File: src/rtl/alu_arbiter.sv
// Round-robin arbiter sharing one combinational picoMIPS ALU between the core
// datapath (port 0) and the transform/debug engine (port 1).
module alu_arbiter #(
   parameter int N      = 8,
   parameter int FUNC_W = 2
) (
   input  logic              clk,
   input  logic              n_reset,
   input  logic              p0_valid,
   output logic              p0_ready,
   input  logic [N-1:0]      p0_a,
   input  logic [N-1:0]      p0_b,
   input  logic [FUNC_W-1:0] p0_func,
   output logic              p0_resp_valid,
   input  logic              p0_resp_ready,
   output logic [N-1:0]      p0_result,
   input  logic              p1_valid,
   output logic              p1_ready,
   input  logic [N-1:0]      p1_a,
   input  logic [N-1:0]      p1_b,
   input  logic [FUNC_W-1:0] p1_func,
   output logic              p1_resp_valid,
   input  logic              p1_resp_ready,
   output logic [N-1:0]      p1_result,
   output logic [N-1:0]      alu_a,
   output logic [N-1:0]      alu_b,
   output logic [FUNC_W-1:0] alu_func,
   input  logic [N-1:0]      alu_result,
   output logic              busy
);

   typedef enum logic [1:0] {
      IDLE = 2'd0,
      EXEC = 2'd1,
      RESP = 2'd2
   } state_t;

   state_t              state;
   state_t              state_next;
   logic [N-1:0]        a_reg;
   logic [N-1:0]        b_reg;
   logic [FUNC_W-1:0]   func_reg;
   logic                owner;
   logic                ptr;
   logic [N-1:0]        res0;
   logic [N-1:0]        res1;
   logic                grant0;
   logic                grant1;
   logic                owner_resp_ready;

   assign owner_resp_ready = owner ? p1_resp_ready : p0_resp_ready;

   always_ff @(posedge clk) begin
      if (!n_reset) begin
         state <= IDLE;
      end else begin
         state <= state_next;
      end
   end

   // Grants are only evaluated in IDLE; ptr names the port that wins a tie.
   always_comb begin
      grant0     = 1'b0;
      grant1     = 1'b0;
      state_next = state;
      case (state)
         IDLE: begin
            grant0 = p0_valid && (!p1_valid || !ptr);
            grant1 = p1_valid && (!p0_valid ||  ptr);
            if (grant0 || grant1) begin
               state_next = EXEC;
            end
         end
         EXEC: begin
            state_next = RESP;
         end
         RESP: begin
            if (owner_resp_ready) begin
               state_next = IDLE;
            end
         end
         default: begin
            state_next = IDLE;
         end
      endcase
   end

   always_ff @(posedge clk) begin
      if (!n_reset) begin
         a_reg    <= '0;
         b_reg    <= '0;
         func_reg <= '0;
         owner    <= 1'b0;
         ptr      <= 1'b0;
         res0     <= '0;
         res1     <= '0;
      end else begin
         if (grant0) begin
            a_reg    <= p0_a;
            b_reg    <= p0_b;
            func_reg <= p0_func;
            owner    <= 1'b0;
            ptr      <= 1'b1;
         end else if (grant1) begin
            a_reg    <= p1_a;
            b_reg    <= p1_b;
            func_reg <= p1_func;
            owner    <= 1'b1;
            ptr      <= 1'b0;
         end
         if (state == EXEC) begin
            if (owner) begin
               res1 <= alu_result;
            end else begin
               res0 <= alu_result;
            end
         end
      end
   end

   assign p0_ready      = grant0;
   assign p1_ready      = grant1;
   assign p0_resp_valid = (state == RESP) && !owner;
   assign p1_resp_valid = (state == RESP) &&  owner;
   assign p0_result     = res0;
   assign p1_result     = res1;
   assign alu_a         = a_reg;
   assign alu_b         = b_reg;
   assign alu_func      = func_reg;
   assign busy          = (state != IDLE);

endmodule

File: config.mk
export PLATFORM = sky130hd
export DESIGN_NAME = alu_arbiter
export DESIGN_NICKNAME = d
export VERILOG_FILES = /design/src/rtl/alu_arbiter.sv
export SDC_FILE = /design/constraint.sdc
export NUM_CORES = 1
export LEC_CHECK = 0
export CORE_MARGIN = 2
export CORE_UTILIZATION = 43
export DETAILED_ROUTE_END_ITERATION = 6
export GPL_TIMING_DRIVEN = 0
export PLACE_DENSITY = 0.93
export SYNTH_ARGS = -nofsm -noshare
export SYNTH_HDL_FRONTEND = slang
export SYNTH_SLANG_ARGS = --single-unit
File: constraint.sdc
create_clock -name clk -period 2.8 [get_ports clk]
set_clock_uncertainty 0.05 [all_clocks]
set_input_delay 0.42 -clock clk [delete_from_list [all_inputs] [get_ports clk]]
set_output_delay 0.42 -clock clk [all_outputs]
set_load 0.005 [all_outputs]
==> results of run 1 <==
registers in the layout, summed over array words and instances, names as in the netlist:
name,flops
ptr,1
state,2
alu_func,2
owner,1
alu_a,8
p1_result,8
alu_b,8
p0_result,8
per-layer routing:
layer | vias up | wire length [um] | track usage [%]
li1 | 865 | - | -
met1 | 848 | 2250 | 27.1
met2 | 57 | 2750 | 41.3
met3 | 7 | 271 | 6.01
met4 | 0 | 70 | 8.58
met5 | - | 0 | 0
per-stage QoR:
step                      cells  power [mW]  hold WS [ns]
after floorplan             184       0.828         0.421
after global placement      321        1.04         0.422
after detailed placement    321        1.05         0.437
after CTS                   328        1.41         0.453
after global routing        328        1.46         0.477
final                       328        1.40         0.448
final timing paths:
| check | endpoint | slack (ns) |
|---|---|---|
| setup reg to reg | alu_func[0]$_SDFFE_PN0P_ | 1.17 |
| hold / removal | p0_result[2]$_SDFFE_PN0P_ | 0.45 |
| hold reg to reg | p0_result[2]$_SDFFE_PN0P_ | 0.45 |
| setup / recovery | p0_ready | 0.09 |
worst max-delay path, stage by stage:
cell and delay [ns]:
clkdlybuf4s50_1 0.48, nand2_1 0.31, buf_1 0.34, and2_1 0.19, clkdlybuf4s50_1 0.50
layout by cell type (no fill, tap or decap):
cell | Yosys | layout
a21boi_2 | 1 | 1
nand2b_1 | 1 | 1
a311oi_1 | 1 | 1
nand2_1 | 1 | 1
dfxtp_1 | 38 | 38
nor3b_1 | 3 | 3
nand3b_1 | 2 | 2
a21boi_1 | 5 | 5
and2_1 | 1 | 1
o21ai_2 | 1 | 1
inv_1 | 4 | 4
buf_2 | 5 | 5
clkdlybuf4s50_1 | 0 | 87
clkbuf_1 | 8 | 9
buf_1 | 0 | 1
a21oi_1 | 1 | 1
buf_4 | 1 | 1
nor2b_1 | 1 | 1
nor3b_4 | 1 | 1
o32a_1 | 1 | 1
mux2i_1 | 17 | 17
nor2_1 | 21 | 21
buf_6 | 3 | 3
clkbuf_8 | 0 | 5
a21boi_0 | 12 | 12
o311a_1 | 18 | 18
and3_1 | 18 | 18
o21bai_1 | 18 | 18
nor3_1 | 1 | 1
power breakdown:
group / internal [mW] / switching [mW] / leakage, nW
Combinational: 0.251 / 0.162 / 0.853
Sequential: 0.591 / 0.0302 / 0.313
Clock: 0.172 / 0.191 / 0.0383
Total: 1.01 / 0.383 / 1.20
cells by family (layout without fill, tap and decap cells):
| logic type | Yosys count | after routing | share of synthesized area, % |
|---|---|---|---|
| AND/OR/NAND/NOR | 50 | 50 | 15.3 |
| flip-flops | 38 | 38 | 42.2 |
| AO/OA/AOI/OAI | 58 | 58 | 27.0 |
| buffers and inverters | 21 | 115 | 6.17 |
| multiplexers | 17 | 17 | 9.43 |
area by class of cell:
class,count,area [sq um]
Inverter,4,15.0
Sequential cell,38,761
Clock buffer,7,76.3
Tap cell,50,62.6
Timing Repair Buffer,87,871
Fill cell,351,1210
Multi-Input combinational cell,125,932
Buffer,17,96.3
==> key figures, run 1 <==
Power
  • Cell leakage power: 1.20 nW
  • Pwr dens: 496 nW/um^2
  • Worst vdd ir: 398 uV

Die
  • Die Y: 68.8 um
  • Core Region: 4030 sq um
  • Placement Rows: 23
  • Die X: just under 70 um
  • Initial Util: 44.8%
  • DIE AREA: 4730 sq um
  • Top-Level Pins: 89

Logic synthesis
  • Synthesized area: about 1800 sq um
  • Top-area cell type share of the netlist area: 42.2%
  • Post-Synthesis Cells: 184
  • Syn_nets: 234
  • Syn. warnings: 0
  • Asr flop ratio synth: 0%
  • Mean Syn Cell Area: 9.81 sq um
  • Most instantiated cells after synthesis: dfxtp_1 (38), nor2_1 (21), and3_1 (18), o21bai_1 (18), o311a_1 (18)
  • Top cells by area, synth: dfxtp_1 (42%), o311a_1 (10%), mux2i_1 (9.4%)
  • Cell variety after synth: 26
  • Sequential-to-total area share from yosys stat: 42.2%
  • Largest area contributor in the netlist: dfxtp_1
  • Top-count cell post-synth: dfxtp_1
  • EDFF count, synth: 0
  • Ys flop type: dfxtp_1
  • Register bit total from synthesis: 38

Layout
  • P&R area growth vs syn: 56.0%
  • Post-route cell area: 2810 sq um
  • # diodes: 0
  • Share of cells above drive strength 1: 6.12%
  • Nets: 328
  • Post-layout util: around 70%

CTS
  • CTS clk-pin slew, worst paths: 0.07 ns
  • Setup Fix Bufs, Post-CTS: 0
  • Hold buffer count at CTS: 0
  • Clk sinks: 38
  • Clock latency on the worst-skew pair: 0.29 ns
  • H-Tree Depth: 2
  • TritonCTS clock tree: built
  • Clock buffer depth: 2
  • Resized Gates After CTS: 0
  • CTS buffer count: 5
  • Root Driver: clkbuf_8

Global route
  • Vias in the first global route: 1715
  • First-pass GRT wire length: 8070 um
  • Total track usage: 23.4%
  • GRT overflow: 0
  • Initial antenna violation count: 0
  • Largest net degree at the start of global routing: 11

STA
  • Final period util: 96.7%
  • Setup TNS: 0 ns
  • Worst-Margin Slew: 0.629 ns
  • Final worst slack: just over 0.09 ns
  • # setup viols final: 0
  • Max Transition Viols Final: 0
  • Min Clock Period, post-route: roughly 2.7 ns
  • Hold Violations, Final: 0
  • Slew Limit Headroom: 57.9%
  • Maximum clock rate: 369 MHz
  • RSZ-0062 raised after global routing: false

Setup path
  • Startpoint of the worst register-to-register path: state[0]$_SDFFE_PN0P_
  • Critical Path AT: roughly 2.2 ns
  • Largest fanout on the critical path: 10
  • Startpoint types: input pin
  • Setup crit start: p1_valid
  • Endpoint class of the critical path: primary output
  • WS Path Type: input pin to primary output
  • Worst R2R Path Depth: 5
  • Worst path required time: 2.33 ns

Hold path
  • Worst min path class: flip-flop to flip-flop
  • Hold depth: 2
  • Worst hold start: p0_result[2]$_SDFFE_PN0P_

Job
  • MaxCap Viol Count: 0

Placement
  • Dpl cell area: between 2000 and 3000 sq um
  • Dpl ws: 0.103 ns
  • Hpwl dp: 3820 um
  • GPL Wtd Cong: 0.788
  • Port Buf Inserts: 87

Drt
  • Pre-antenna DRT Iters: 4
  • Number of remaining DRC errors: 0
  • Final wirelength: 5340 um
  • Starting DRT DRC Count: 89
  • Antenna Violating Nets Remaining: 0
  • DR WL/cell: 16.3 um
  • Vias: 1777
  • Drt via density: between 5 and 6

Run status
  • Status: finished, final reports clean
No activity file was read; power rests on OpenSTA's default activity.
==> run 2, diff against run 1 <==
--- a/config.mk
+++ b/config.mk
@@ -10,6 +10,8 @@
 export DETAILED_ROUTE_END_ITERATION = 6
 export GPL_TIMING_DRIVEN = 0
 export PLACE_DENSITY = 0.93
+export RECOVER_POWER = 100
+export REMOVE_ABC_BUFFERS = 1
 export SYNTH_ARGS = -nofsm -noshare
 export SYNTH_HDL_FRONTEND = slang
 export SYNTH_SLANG_ARGS = --single-unit
==> run 2 against run 1 <==
Effect of this change:
- clock-buffer cell count is 1 lower
- global-route usage is 2.1 points lower
- largest power group unchanged
- first-iteration DRC count is 4.5% higher
- power is 5.1% higher
- final cell count is 4.3% lower
- maximum frequency is 1.2% higher
- highest routed layer unchanged
==> key figures, run 2 (synthesis results as in run 1) <==
Run status
  • Status: finished, final reports clean

Drt
  • Starting DRT DRC Count: 93 (+4.5%)
  • Drt via density: 5.61 (+3.6%)
  • Final wirelength: 5120 um (-4.2%)
  • DR WL/cell: 16.3 um (about the same)
  • Pre-antenna DRT Iters: 4 (unchanged)
  • Vias: 1762 (-0.84%)
  • Number of remaining DRC errors: 0 (unchanged)
  • Antenna Violating Nets Remaining: 0 (unchanged)

STA
  • Hold Violations, Final: 0 (unchanged)
  • Worst-Margin Slew: 1.25 ns (+0.623 ns)
  • Setup TNS: 0 ns (unchanged)
  • RSZ-0062 raised after global routing: false
  • Max Transition Viols Final: 0 (unchanged)
  • # setup viols final: 0 (unchanged)
  • Maximum clock rate: 374 MHz (+1.2%)
  • Slew Limit Headroom: 16.2% (-42 points)
  • Final period util: 95.5% (-1.2 points)
  • Min Clock Period, post-route: 2.67 ns (-0.0330 ns)

Setup path
  • Reg-to-reg slack, setup: 0.89 ns (-0.28 ns)
  • Worst R2R Path Depth: 3 (-2)
  • Most frequent CP cell: clkdlybuf4s50_1
  • FF-to-FF End: alu_b[5]$_SDFFE_PN0P_
  • Endpoint class of the critical path: primary output
  • Largest fanout on the critical path: 10 (unchanged)
  • Startpoint types: input pin
  • CP Cell Sequence: clkdlybuf4s50_1, nor3b_4, and2_0, clkdlybuf4s50_1
  • Startpoint of the worst register-to-register path: state[0]$_SDFFE_PN0P_
  • CP max stage delay: 0.60 ns (+0.10 ns)
  • Critical Path AT: 2.20 ns (-0.04 ns)
  • Worst path required time: 2.33 ns (about the same)
  • Slowest cell on the critical path: clkdlybuf4s50_1
  • WS Path Type: input pin to primary output

Placement
  • Hpwl dp: 3330 um (-13%)
  • Port Buf Inserts: 88 (+1.1%)
  • Dpl cell area: 2660 sq um (-3.0%)
  • Cells after DPL: 305 (-5.0%)
  • GPL Wtd Cong: 0.744 (-5.6%)

Global route
  • First-pass GRT wire length: 7420 um (-8.0%)
  • Vias in the first global route: 1588 (-7.4%)
  • GRT overflow: 0 (unchanged)
  • Initial antenna violation count: 0 (unchanged)
  • Total track usage: 21.3% (-2.1 points)
  • Largest net degree at the start of global routing: 38 (+27)

Power
  • Internal power: 1.10 mW (+8.2%)
  • Clk network pwr share: 31.9% (+5.9 points)
  • Sw frac: 25.3% (-2.1 points)
  • Pwr dens: 525 nW/um^2 (+5.8%)
  • Sequential share of power: 42.4% (-2.1 points)
  • Combinational Power Share: 25.7% (-3.9 points)
  • Cell leakage power: 1.28 nW (+6.8%)
  • Worst vdd ir: 387 uV (-2.7%)
  • Pwr Total: 1.47 mW (+5.1%)
  • Sw Pwr: 0.372 mW (-3.0%)

CTS
  • Setup Fix Bufs, Post-CTS: 0 (unchanged)
  • Clock buffer depth: 2 (unchanged)
  • Root Driver: clkbuf_8
  • Clk sinks: 38 (unchanged)
  • CTS clk-pin slew, worst paths: 0.07 ns (about the same)
  • TritonCTS clock tree: built
  • CTS buffer count: 5 (unchanged)
  • Clock latency on the worst-skew pair: 0.28 ns (about the same)
  • H-Tree Depth: 2 (unchanged)

Layout
  • Commonest non-fill, non-tap cells in the layout: clkdlybuf4s50_1 (51), dfxtp_1 (38), dlygate4sd3_1 (37)
  • Reg area: 761 sq um (unchanged)
  • Post-route cell area: 2800 sq um (-0.62%)
  • Nets: 314 (-4.3%)
  • # diodes: 0 (unchanged)
  • Fillers: 344 (-2.0%)
  • Multi-input logic area: 965 sq um (+3.5%)
  • P&R area growth vs syn: 55.0%
  • Commonest non-fill, non-tap cell in the layout: clkdlybuf4s50_1
  • Share of cells above drive strength 1: 5.30% (-0.81 points)
  • Final std cells w/o fill: 314 (-4.3%)

Job
  • MaxCap Viol Count: 0 (unchanged)

Die
  • DIE AREA: 4730 sq um (unchanged)
  • Placement Rows: 23 (unchanged)
  • Die X: 68.8 um (unchanged)
  • Initial Util: 44.8% (unchanged)
  • Die Y: 68.8 um (unchanged)
  • Top-Level Pins: 89 (unchanged)
  • Core Region: 4030 sq um (unchanged)

Hold path
  • Worst hold endpoint: p0_result[1]$_SDFFE_PN0P_
  • Hold depth: 2 (unchanged)
  • Worst min path class: flip-flop to flip-flop
  • Worst hold start: p0_result[1]$_SDFFE_PN0P_
## run 2: cell count changes in the layout (fill, tap and decap cells not counted), sizes merged
cell and change:
buf -10, dlygate4sd3 +37, bufinv +1, clkdlybuf4s50 -36, nor3b +2, clkbuf -8
## run 2: final cells by class
cell class / instances / area share (%)
sequential: 38 / 27.2
timing repair buffer: 88 / 31.5
inverter: 4 / 0.537
tap: 50 / 2.24
clock buffer: 6 / 2.95
clock inverter: 1 / 1.07
multi-input combinational: 127 / 34.5
## run 2: worst max-delay path by stage
| stage | start | endpoint | slack (ns) | cells past startpoint |
|---|---|---|---|---|
| after detailed placement | p0_valid | p0_ready | -0.40 | 4 |
| final | p0_valid | p0_ready | 0.13 | 4 |
| after global placement | p0_valid | p0_ready | -0.36 | 4 |
| after CTS | state[1]$_SDFFE_PN0P_ | busy | 0.10 | 3 |
| after global routing | state[1]$_SDFFE_PN0P_ | busy | 0.003 | 3 |
| after floorplan | state[0]$_SDFFE_PN0P_ | p0_result[0]$_SDFFE_PN0P_ | 0.91 | 3 |
## run 2: repair_timing
item,CTS,global route
hold buffers,0,0
endpoints found under the setup margin,1,0
gates resized for setup,1,0
endpoints found under the hold margin,0,0
## run 2: worst max-delay path: cells and delay by family
kind                   cells  cell delay [ns]
buffers and inverters      2             1.10
and+or+nand+nor            2             0.67
## run 2: layer usage
metal / up-vias / share of wire (%) / track usage [%]
met3: 6 / 4.9 / 5.68
met2: 58 / 52 / 38.3
li1: 842 / - / -
met1: 856 / 42 / 24.6
met5: - / 0 / 0
met4: 0 / 1.4 / 5.88
## run 2: metrics by stage
stage / setup slack (ns) / hold WS [ns] / util (%)
finish: 0.126 / 0.445 / 69.4
global route: 0.00266 / 0.473 / 69.4
CTS: 0.101 / 0.451 / 69.4
detailed placement: -0.402 / 0.433 / 65.9
global placement: -0.356 / 0.425 / 65.8
floorplan: 0.915 / 0.421 / -
## run 2: power by group through the flow
| stage | Combinational (mW) | Clock (mW) | Sequential [mW] |
|---|---|---|---|
| 3_3_place_gp | 0.380 | 0 | 0.630 |
| 5_1_grt | 0.408 | 0.498 | 0.629 |
| 4_1_cts | 0.398 | 0.484 | 0.624 |
| 3_5_place_dp | 0.388 | 0 | 0.633 |
| 2_1_floorplan | 0.170 | 0 | 0.634 |
| 6_report | 0.377 | 0.469 | 0.622 |
==> run 3, diff against run 2 <==
--- a/config.mk
+++ b/config.mk
@@ -9,7 +9,7 @@
 export CORE_UTILIZATION = 43
 export DETAILED_ROUTE_END_ITERATION = 6
 export GPL_TIMING_DRIVEN = 0
-export PLACE_DENSITY = 0.93
+export PLACE_DENSITY = 0.85
 export RECOVER_POWER = 100
 export REMOVE_ABC_BUFFERS = 1
 export SYNTH_ARGS = -nofsm -noshare
==> run 3 against run 2 <==
Effect of this change:
- non-clock buffer count did not move
- final area fell by 1.1%
- largest power group unchanged
- setup slack got worse by 0.015 ns
- routed wire length fell by 3.1%
- clock power fell by 23%
- sequential share of layout area rose by 0.30 points
- critical path type is now flip-flop to primary output
- worst hold slack got worse by 0.0046 ns
==> key figures, run 3 (synthesis results as in run 1) <==
Run status
  • Status: finished, final reports clean

Die
  • Core Region: 4030 sq um (unchanged)
  • DIE AREA: 4730 sq um (unchanged)
  • Die X: 68.8 um (unchanged)
  • Initial Util: 44.8% (unchanged)
  • Die Y: 68.8 um (unchanged)
  • Top-Level Pins: 89 (unchanged)
  • Placement Rows: 23 (unchanged)

CTS
  • H-Tree Depth: 2 (unchanged)
  • Clock buffer depth: 2 (unchanged)
  • CTS clk-pin slew, worst paths: 0.07 ns (about the same)
  • TritonCTS clock tree: built
  • Clock latency on the worst-skew pair: 0.28 ns (about the same)
  • CTS buffer count: 5 (unchanged)
  • Hold buffer count at CTS: 0 (unchanged)
  • Root Driver: clkbuf_8
  • Clk sinks: 38 (unchanged)

Placement
  • GPL Wtd Cong: 0.749 (+0.74%)
  • Port Buf Inserts: 88 (unchanged)
  • Dpl ws: -0.385 ns (+0.0173 ns)
  • Hpwl dp: 3230 um (-2.9%)

STA
  • Final period util: 96.0% (+0.54 points)
  • RSZ-0062 raised after global routing: false
  • Hold_ws: 0.441 ns (-0.00455 ns)
  • Setup TNS: 0 ns (unchanged)
  • Slew Limit Headroom: 19.6% (+3.4 points)
  • Final worst slack: 0.111 ns (-0.0152 ns)
  • Min Clock Period, post-route: 2.69 ns (+0.0152 ns)
  • Worst-Margin Slew: 1.20 ns (-0.0504 ns)
  • Hold Violations, Final: 0 (unchanged)
  • # setup viols final: 0 (unchanged)
  • Max Transition Viols Final: 0 (unchanged)
  • Maximum clock rate: 372 MHz (-0.56%)

Drt
  • Number of remaining DRC errors: 0 (unchanged)
  • Vias: 1733 (-1.6%)
  • Final wirelength: 4960 um (-3.1%)
  • Drt via density: 5.54 (-1.3%)
  • Antenna Violating Nets Remaining: 0 (unchanged)
  • Pre-antenna DRT Iters: 4 (unchanged)
  • Starting DRT DRC Count: 78 (-16%)
  • DR WL/cell: 15.8 um (-2.8%)

Setup path
  • WS Path Type: flip-flop to primary output
  • Worst path required time: 2.33 ns (about the same)
  • Startpoint types: flip-flop
  • Endpoint class of the critical path: primary output
  • Critical Path AT: 2.22 ns (+0.02 ns)
  • Largest fanout on the critical path: 21 (+11)

Layout
  • Share of cells above drive strength 1: 4.94% (-0.36 points)
  • Nets: 314 (unchanged)
  • Commonest non-fill, non-tap cell in the layout: clkdlybuf4s50_1
  • P&R area growth vs syn: 53.3%
  • # diodes: 0 (unchanged)
  • Commonest non-fill, non-tap cells in the layout: clkdlybuf4s50_1 (51), dfxtp_1 (38), dlygate4sd3_1 (37)

Power
  • Internal power: 1.00 mW (-8.7%)
  • Sw frac: 26.4% (+1.0 points)
  • Sequential share of power: 45.8% (+3.4 points)
  • Cell leakage power: 1.27 nW (-1.1%)
  • Pwr dens: 491 nW/um^2 (-6.4%)
  • Combinational Power Share: 27.5% (+1.8 points)
  • Worst vdd ir: 287 uV (-26%)
  • Clk network pwr share: 26.7% (-5.2 points)
  • Sw Pwr: 0.358 mW (-3.6%)
  • Pwr Total: 1.36 mW (-7.4%)

Hold path
  • Worst min path class: flip-flop to flip-flop

Global route
  • Largest net degree at the start of global routing: 38 (unchanged)
  • Vias in the first global route: 1660 (+4.5%)
  • Total track usage: 21.6% (+0.37 points)
  • First-pass GRT wire length: 7670 um (+3.3%)
  • Initial antenna violation count: 0 (unchanged)
  • GRT overflow: 0 (unchanged)

Job
  • MaxCap Viol Count: 0 (unchanged)
==> run 3: cell count changes in the layout (fill, tap and decap cells not counted) <==
cell and change:
bufinv_16 -1
==> run 3: worst max-delay path, cell delays in order, from the launching register on <==
cell	delay (ns)
dfxtp_1	0.59
nor2_1	0.17
inv_1	0.54
clkdlybuf4s50_1	0.63
==> run 3: path summary, 6_finish.rpt <==
check,cells after the start,slack [ns],to,startpoint
hold / removal,2,0.44,p0_result[3]$_SDFFE_PN0P_,p0_result[3]$_SDFFE_PN0P_
hold reg to reg,2,0.44,p0_result[3]$_SDFFE_PN0P_,p0_result[3]$_SDFFE_PN0P_
setup reg to reg,3,0.85,alu_b[6]$_SDFFE_PN0P_,state[0]$_SDFFE_PN0P_
setup / recovery,3,0.11,busy,state[0]$_SDFFE_PN0P_
==> run 3: power by group through the flow <==
stage / clock, mW / sequential [mW] / combinational, mW
after CTS: 0.371 / 0.624 / 0.394
final: 0.363 / 0.622 / 0.374
after global routing: 0.393 / 0.629 / 0.407
after floorplan: 0 / 0.634 / 0.170
after global placement: 0 / 0.630 / 0.380
after detailed placement: 0 / 0.633 / 0.386
==> run 3: through the flow <==
stage	instances	util [%]	instance area [sq um]
2_1_floorplan	167	-	1710
3_3_place_gp	305	65.8	2650
3_5_place_dp	305	65.9	2660
4_1_cts	313	68.7	2770
5_1_grt	313	68.7	2770
6_report	313	68.7	2770
==> run 3: repair_timing <==
item                                   in CTS  in global routing
setup buffers                               0                  0
setup endpoints to repair                   1                  0
gates resized for setup                     1                  0
endpoints found under the hold margin       0                  0
==> run 3: layout make-up <==
class | instances | area, sq um
inverters | 4 | 15.0
flip-flops and latches | 38 | 761
multi-input cells | 127 | 965
fillers | 360 | 1260
clock buffers | 6 | 82.6
well taps | 50 | 62.6
repair buffers | 88 | 881
==> run 3: routing by layer <==
layer	share of wire, %	GRT usage (%)
met5	0	0
met2	52	39.3
met3	4.0	3.73
met1	42	25.5
met4	1.9	7.60
==> edit 1: new RTL, flow settings as in run 1 <==
Change the parameter `N` from 8 to 9.
--- a/src/rtl/alu_arbiter.sv
+++ b/src/rtl/alu_arbiter.sv
@@ -3,3 +3,3 @@
 module alu_arbiter #(
-   parameter int N      = 8,
+   parameter int N      = 9,
    parameter int FUNC_W = 2
Interface: changed (9 resized); port bits go from 89 to 98. The function was not compared with the original's and may differ.
==> edit 1 against run 1 <==
- count of clock-buffer cells in the layout fell by 2
- setup slack improved by 0.055 ns
- sequential cell count grew 4
- routed wire length rose by 5.7%
- cell area increased by 10%
- maximum frequency is 2.1% higher
- first-iteration DRC count decreased by 24%
- global-route usage is 0.73 points lower
- utilization up 0.99 points
- worst hold slack got worse by 0.0024 ns
- total power increased by 10%
- synthesized cell count rose by 10%
- synthesized area increased by 9.5%
==> edit 1: results (changes against run 1) <==
Parameter                              Value

Synth
  Synthesized-area fraction occupied by ao, oa, aoi and oai cells ... 26.8% (was 27.0%)
  Post-Syn Nets ... 258 (was 234)
  Post-synthesis mux area share ... 9.63% (was 9.43%)
  List of most frequent post-synthesis cells ... 42 x dfxtp_1, 23 x nor2_1 (was 38 x dfxtp_1, 21 x nor2_1, 18 x and3_1, 18 x o21bai_1, 18 x o311a_1)
  Unique masters post-synth ... 24 (was 26)
  Top cells by area in the synthesized netlist ... dfxtp_1 43%, o311a_1 10%, mux2i_1 9.6% (was dfxtp_1 42%, o311a_1 10%, mux2i_1 9.4%)
  Sequential area share after synthesis ... 42.6% (was 42.2%)

Timing
  Remaining max-slew budget at the tightest pin ... 65.9% (was 57.9%)

Routing
  Overall routed net length ... 5650 um (was 5340 um)
  Vias ... 1941 (was 1777)
  Met2 Routed Length ... 2700 um (was 2750 um)
  Drt initial violations ... 68 (was 89)
  Sum of met3 wire segment lengths after detailed routing ... 439 um (was 271 um)
  M1 WL ... 2460 um (was 2250 um)

Min path
  Hold Startpoint ... p0_result[8]$_SDFFE_PN0P_ (was p0_result[2]$_SDFFE_PN0P_)

Worst setup path
  Cell type group with the largest total delay on the critical path ... buffers and inverters (unchanged)
  Worst endpoint data arrival time ... 2.18 ns (was 2.24 ns)

Power and ir drop
  LEAKAGE ... 1.34 nW (was 1.20 nW)
  Max rail drop VDD ... 0.246 mV (was 0.398 mV)

Place
  Quantity of I/O buffers inserted on ports ... 97 (was 87)
  Pre-CTS WS ... 0.172 ns (was 0.103 ns)
  Total half-perimeter wirelength after legalization and detailed placement ... 4100 um (was 3820 um)

Layout
  NumNets Final ... 362 (was 328)
  Share of final-layout standard cells stronger than drive strength 1 ... 5.84% (was 6.12%)
  Fill cells ... 356 (was 351)

GRT
  Overall track demand over capacity in global routing ... 22.7% (was 23.4%)
  Antenna violations before repair ... 0 (unchanged)
  Global-route wire length before repair ... 9150 um (was 8070 um)
  Largest net degree at the start of global routing ... 16 (was 11)

Status
  Result of the run ... finished, final reports clean (unchanged)
==> edit 1: cell types whose count changed after synthesis, moves of 2 or more <==
cell / before / now
a21boi_1: 5 / 20
a21boi_0: 12 / 0
dfxtp_1: 38 / 42
clkbuf_1: 8 / 11
and3_1: 18 / 20
mux2i_1: 17 / 19
nor2_1: 21 / 23
o21bai_1: 18 / 20
o311a_1: 18 / 20
==> edit 1: per-layer routing <==
layer / track usage [%] / vias to the layer above
met2: 37.8 / 85
met3: 5.20 / 5
li1: - / 950
met5: 0 / -
met1: 29.5 / 901
met4: 6.29 / 0
==> edit 1: worst min-delay path: stages (launching register included) <==
cell and delay [ns]:
dfxtp_1 0.33, mux2i_1 0.06, nor2_1 0.07
==> edit 1: metrics by stage <==
stage                     area (um2)  cells
after global placement          3010    352
after CTS                       3110    360
after global routing            3110    360
after floorplan                 1980    203
after detailed placement        3010    352
final                           3110    360
==> edit 1: final timing paths <==
check	end	slack (ns)	cells after the start
hold reg to reg	p0_result[8]$_SDFFE_PN0P_	0.45	2
setup reg to reg	alu_b[3]$_SDFFE_PN0P_	1.20	5
hold / removal	p0_result[8]$_SDFFE_PN0P_	0.45	2
setup / recovery	p0_ready	0.15	5
==> edit 1: final cells by class <==
class                           count  share of cell area [%]
Inverter                            4                   0.483
Clock buffer                        5                    2.22
Multi-Input combinational cell    137                    32.7
Tap cell                           52                    2.10
Clock inverter                      3                   0.806
Timing Repair Buffer               97                    31.3
Sequential cell                    42                    27.1
Buffer                             20                    3.38
==> edit 1: kinds of logic after synthesis <==
group | after synthesis
simple gates | 54
flops | 42
mux | 19
compound gates | 64
buf+inv | 24
==> edit 1: power breakdown <==
group,switching (mW),internal (mW)
registers,0.0333,0.653
logic,0.177,0.276
clock network,0.222,0.180
total,0.433,1.11
==> edit 2: new RTL, config.mk and constraints of run 1 <==
Made on the original files. The 3 states of `state_t` get a one-hot encoding in 3 bits.
--- a/src/rtl/alu_arbiter.sv
+++ b/src/rtl/alu_arbiter.sv
@@ -31,6 +31,6 @@
 
-   typedef enum logic [1:0] {
-      IDLE = 2'd0,
-      EXEC = 2'd1,
-      RESP = 2'd2
+   typedef enum logic [2:0] {
+      IDLE = 3'b001,
+      EXEC = 3'b010,
+      RESP = 3'b100
    } state_t;
Formal check against the unedited RTL: no difference found for any inputs over 10 cycles, from zero or initial values and one cycle with n_reset low; not proved beyond that.
==> edit 2 against run 1 <==
- cell count increased by 4.6%
- setup slack improved by 0.039 ns
- register-to-register slack lost 0.02 ns
- count of clock-buffer cells in the layout decreased by 1
- routed wire length is 7.4% lower
- combinational power up 8.5%
- global-route usage shrank 0.78 points
- sequential cell count is 1 higher
- total power increased by 13%
- cell area fell by 0.80%
- non-clock buffer count increased by 1
- synthesized area is 4.1% lower
- worst hold slack got worse by 0.040 ns
- largest cell class unchanged
==> edit 2: results (changes against run 1) <==
Parameter                              Value

Status
  Result of the run ... finished, final reports clean (unchanged)

Power and ir drop
  LEAKAGE ... 0.967 nW (was 1.20 nW)
  Max rail drop VDD ... 0.304 mV (was 0.398 mV)

Synth
  Unique masters post-synth ... 34 (was 26)
  Sequential area share after synthesis ... 45.1% (was 42.2%)
  Syn Inst Count ... 197 (was 184)
  List of most frequent post-synthesis cells ... 39 x dfxtp_1, 28 x a21oi_1, 18 x a311oi_1, 18 x nand3_1, 16 x nand2_1 (was 38 x dfxtp_1, 21 x nor2_1, 18 x and3_1, 18 x o21bai_1, 18 x o311a_1)
  Post-Syn Nets ... 247 (was 234)

GRT
  Largest net degree at the start of global routing ... 13 (was 11)
  Fraction of met1 tracks used by global routing ... 26.2% (was 27.1%)
  GR met3 Demand/Resource ... 5.67% (was 6.01%)
  Number of global-route vias before repair ... 1760 (was 1715)
  Global-route wire length before repair ... 7890 um (was 8070 um)
  Overall track demand over capacity in global routing ... 22.6% (was 23.4%)

Routing
  Routed vias/inst ... 5.39 (was 5.42)
  Overall routed net length ... 4950 um (was 5340 um)

Layout
  Post-layout instance count excluding filler cells ... 343 (was 328)
  Fill cells ... 332 (was 351)
  Share of final-layout standard cells stronger than drive strength 1 ... 8.53% (was 6.12%)
  NumNets Final ... 342 (was 328)

Min path
  Hold Startpoint ... p0_result[0]$_SDFFE_PN0P_ (was p0_result[2]$_SDFFE_PN0P_)

Worst setup path
  Worst reg2reg path startpoint ... ptr$_SDFFE_PN0P_ (was state[0]$_SDFFE_PN0P_)
  Register-to-register path setup slack ... 1.15 ns (was 1.17 ns)
  Worst endpoint data arrival time ... 2.20 ns (was 2.24 ns)
  Largest stage delay on the critical path ... 0.56 ns (was 0.50 ns)

Place
  RePlAce Congestion ... 0.767 (was 0.788)
  Quantity of I/O buffers inserted on ports ... 88 (was 87)
  Total half-perimeter wirelength after legalization and detailed placement ... 3700 um (was 3820 um)
-- edit 2: cell count changes after synthesis, sizes merged, moves of 18 or more --
cell,change
nand3,+18
o311a,-18
a21oi,+27
o21bai,-18
o21ai,+19
-- edit 2: per-stage QoR --
step	hold slack, ns	power [mW]	setup WS [ns]	cell area, um2
finish	0.409	1.58	0.132	2790
floorplan	0.403	0.873	1.31	1730
CTS	0.409	1.59	0.128	2790
global route	0.436	1.65	0.0666	2790
detailed placement	0.399	1.11	0.112	2670
global placement	0.393	1.10	0.171	2670
-- edit 2: cell type report --
cell class                 instances  area (um2)  area share (%)
sequential                        39         781            28.0
tap                               50        62.6            2.24
buffer                            17         100            3.59
clock buffer                       6        82.6            2.96
inverter                           3        11.3           0.403
clock inverter                     2        35.0            1.26
multi-input combinational        138         838            30.0
timing repair buffer              88         881            31.6
-- edit 2: cells by family after synthesis --
family                 count (synthesis)  synth area share [%]
multiplexers                           9                  5.28
buffers and inverters                 20                  6.43
AO/OA/AOI/OAI                         70                  25.1
AND/OR/NAND/NOR                       59                  18.1
flip-flops                            39                  45.1
-- edit 2: metal layers --
metal	up-vias	routed length, um
met5	-	0
met2	82	2490
met4	0	66
met3	9	421
met1	842	1970
li1	916	-
-- edit 2: power by group --
part / switching, mW / total [mW] / leakage (nW) / internal [mW]
Clock: 0.191 / 0.480 / 0.0612 / 0.288
Combinational: 0.196 / 0.448 / 0.587 / 0.252
Sequential: 0.0380 / 0.648 / 0.320 / 0.610
-- edit 2: worst reg2reg max path, stage by stage, from the launching register on --
cell	delay, ns
dfxtp_1	0.42
a21bo_2	0.28
clkbuf_1	0.38
o21ai_0	0.15
a311oi_1	0.28
-- edit 2: worst paths after layout --
path              depth (start not counted)                   endpoint
setup / recovery                          5                   p0_ready
hold / removal                            2  p0_result[0]$_SDFFE_PN0P_
setup reg to reg                          4      alu_a[3]$_SDFFE_PN0P_
hold reg to reg                           2  p0_result[0]$_SDFFE_PN0P_
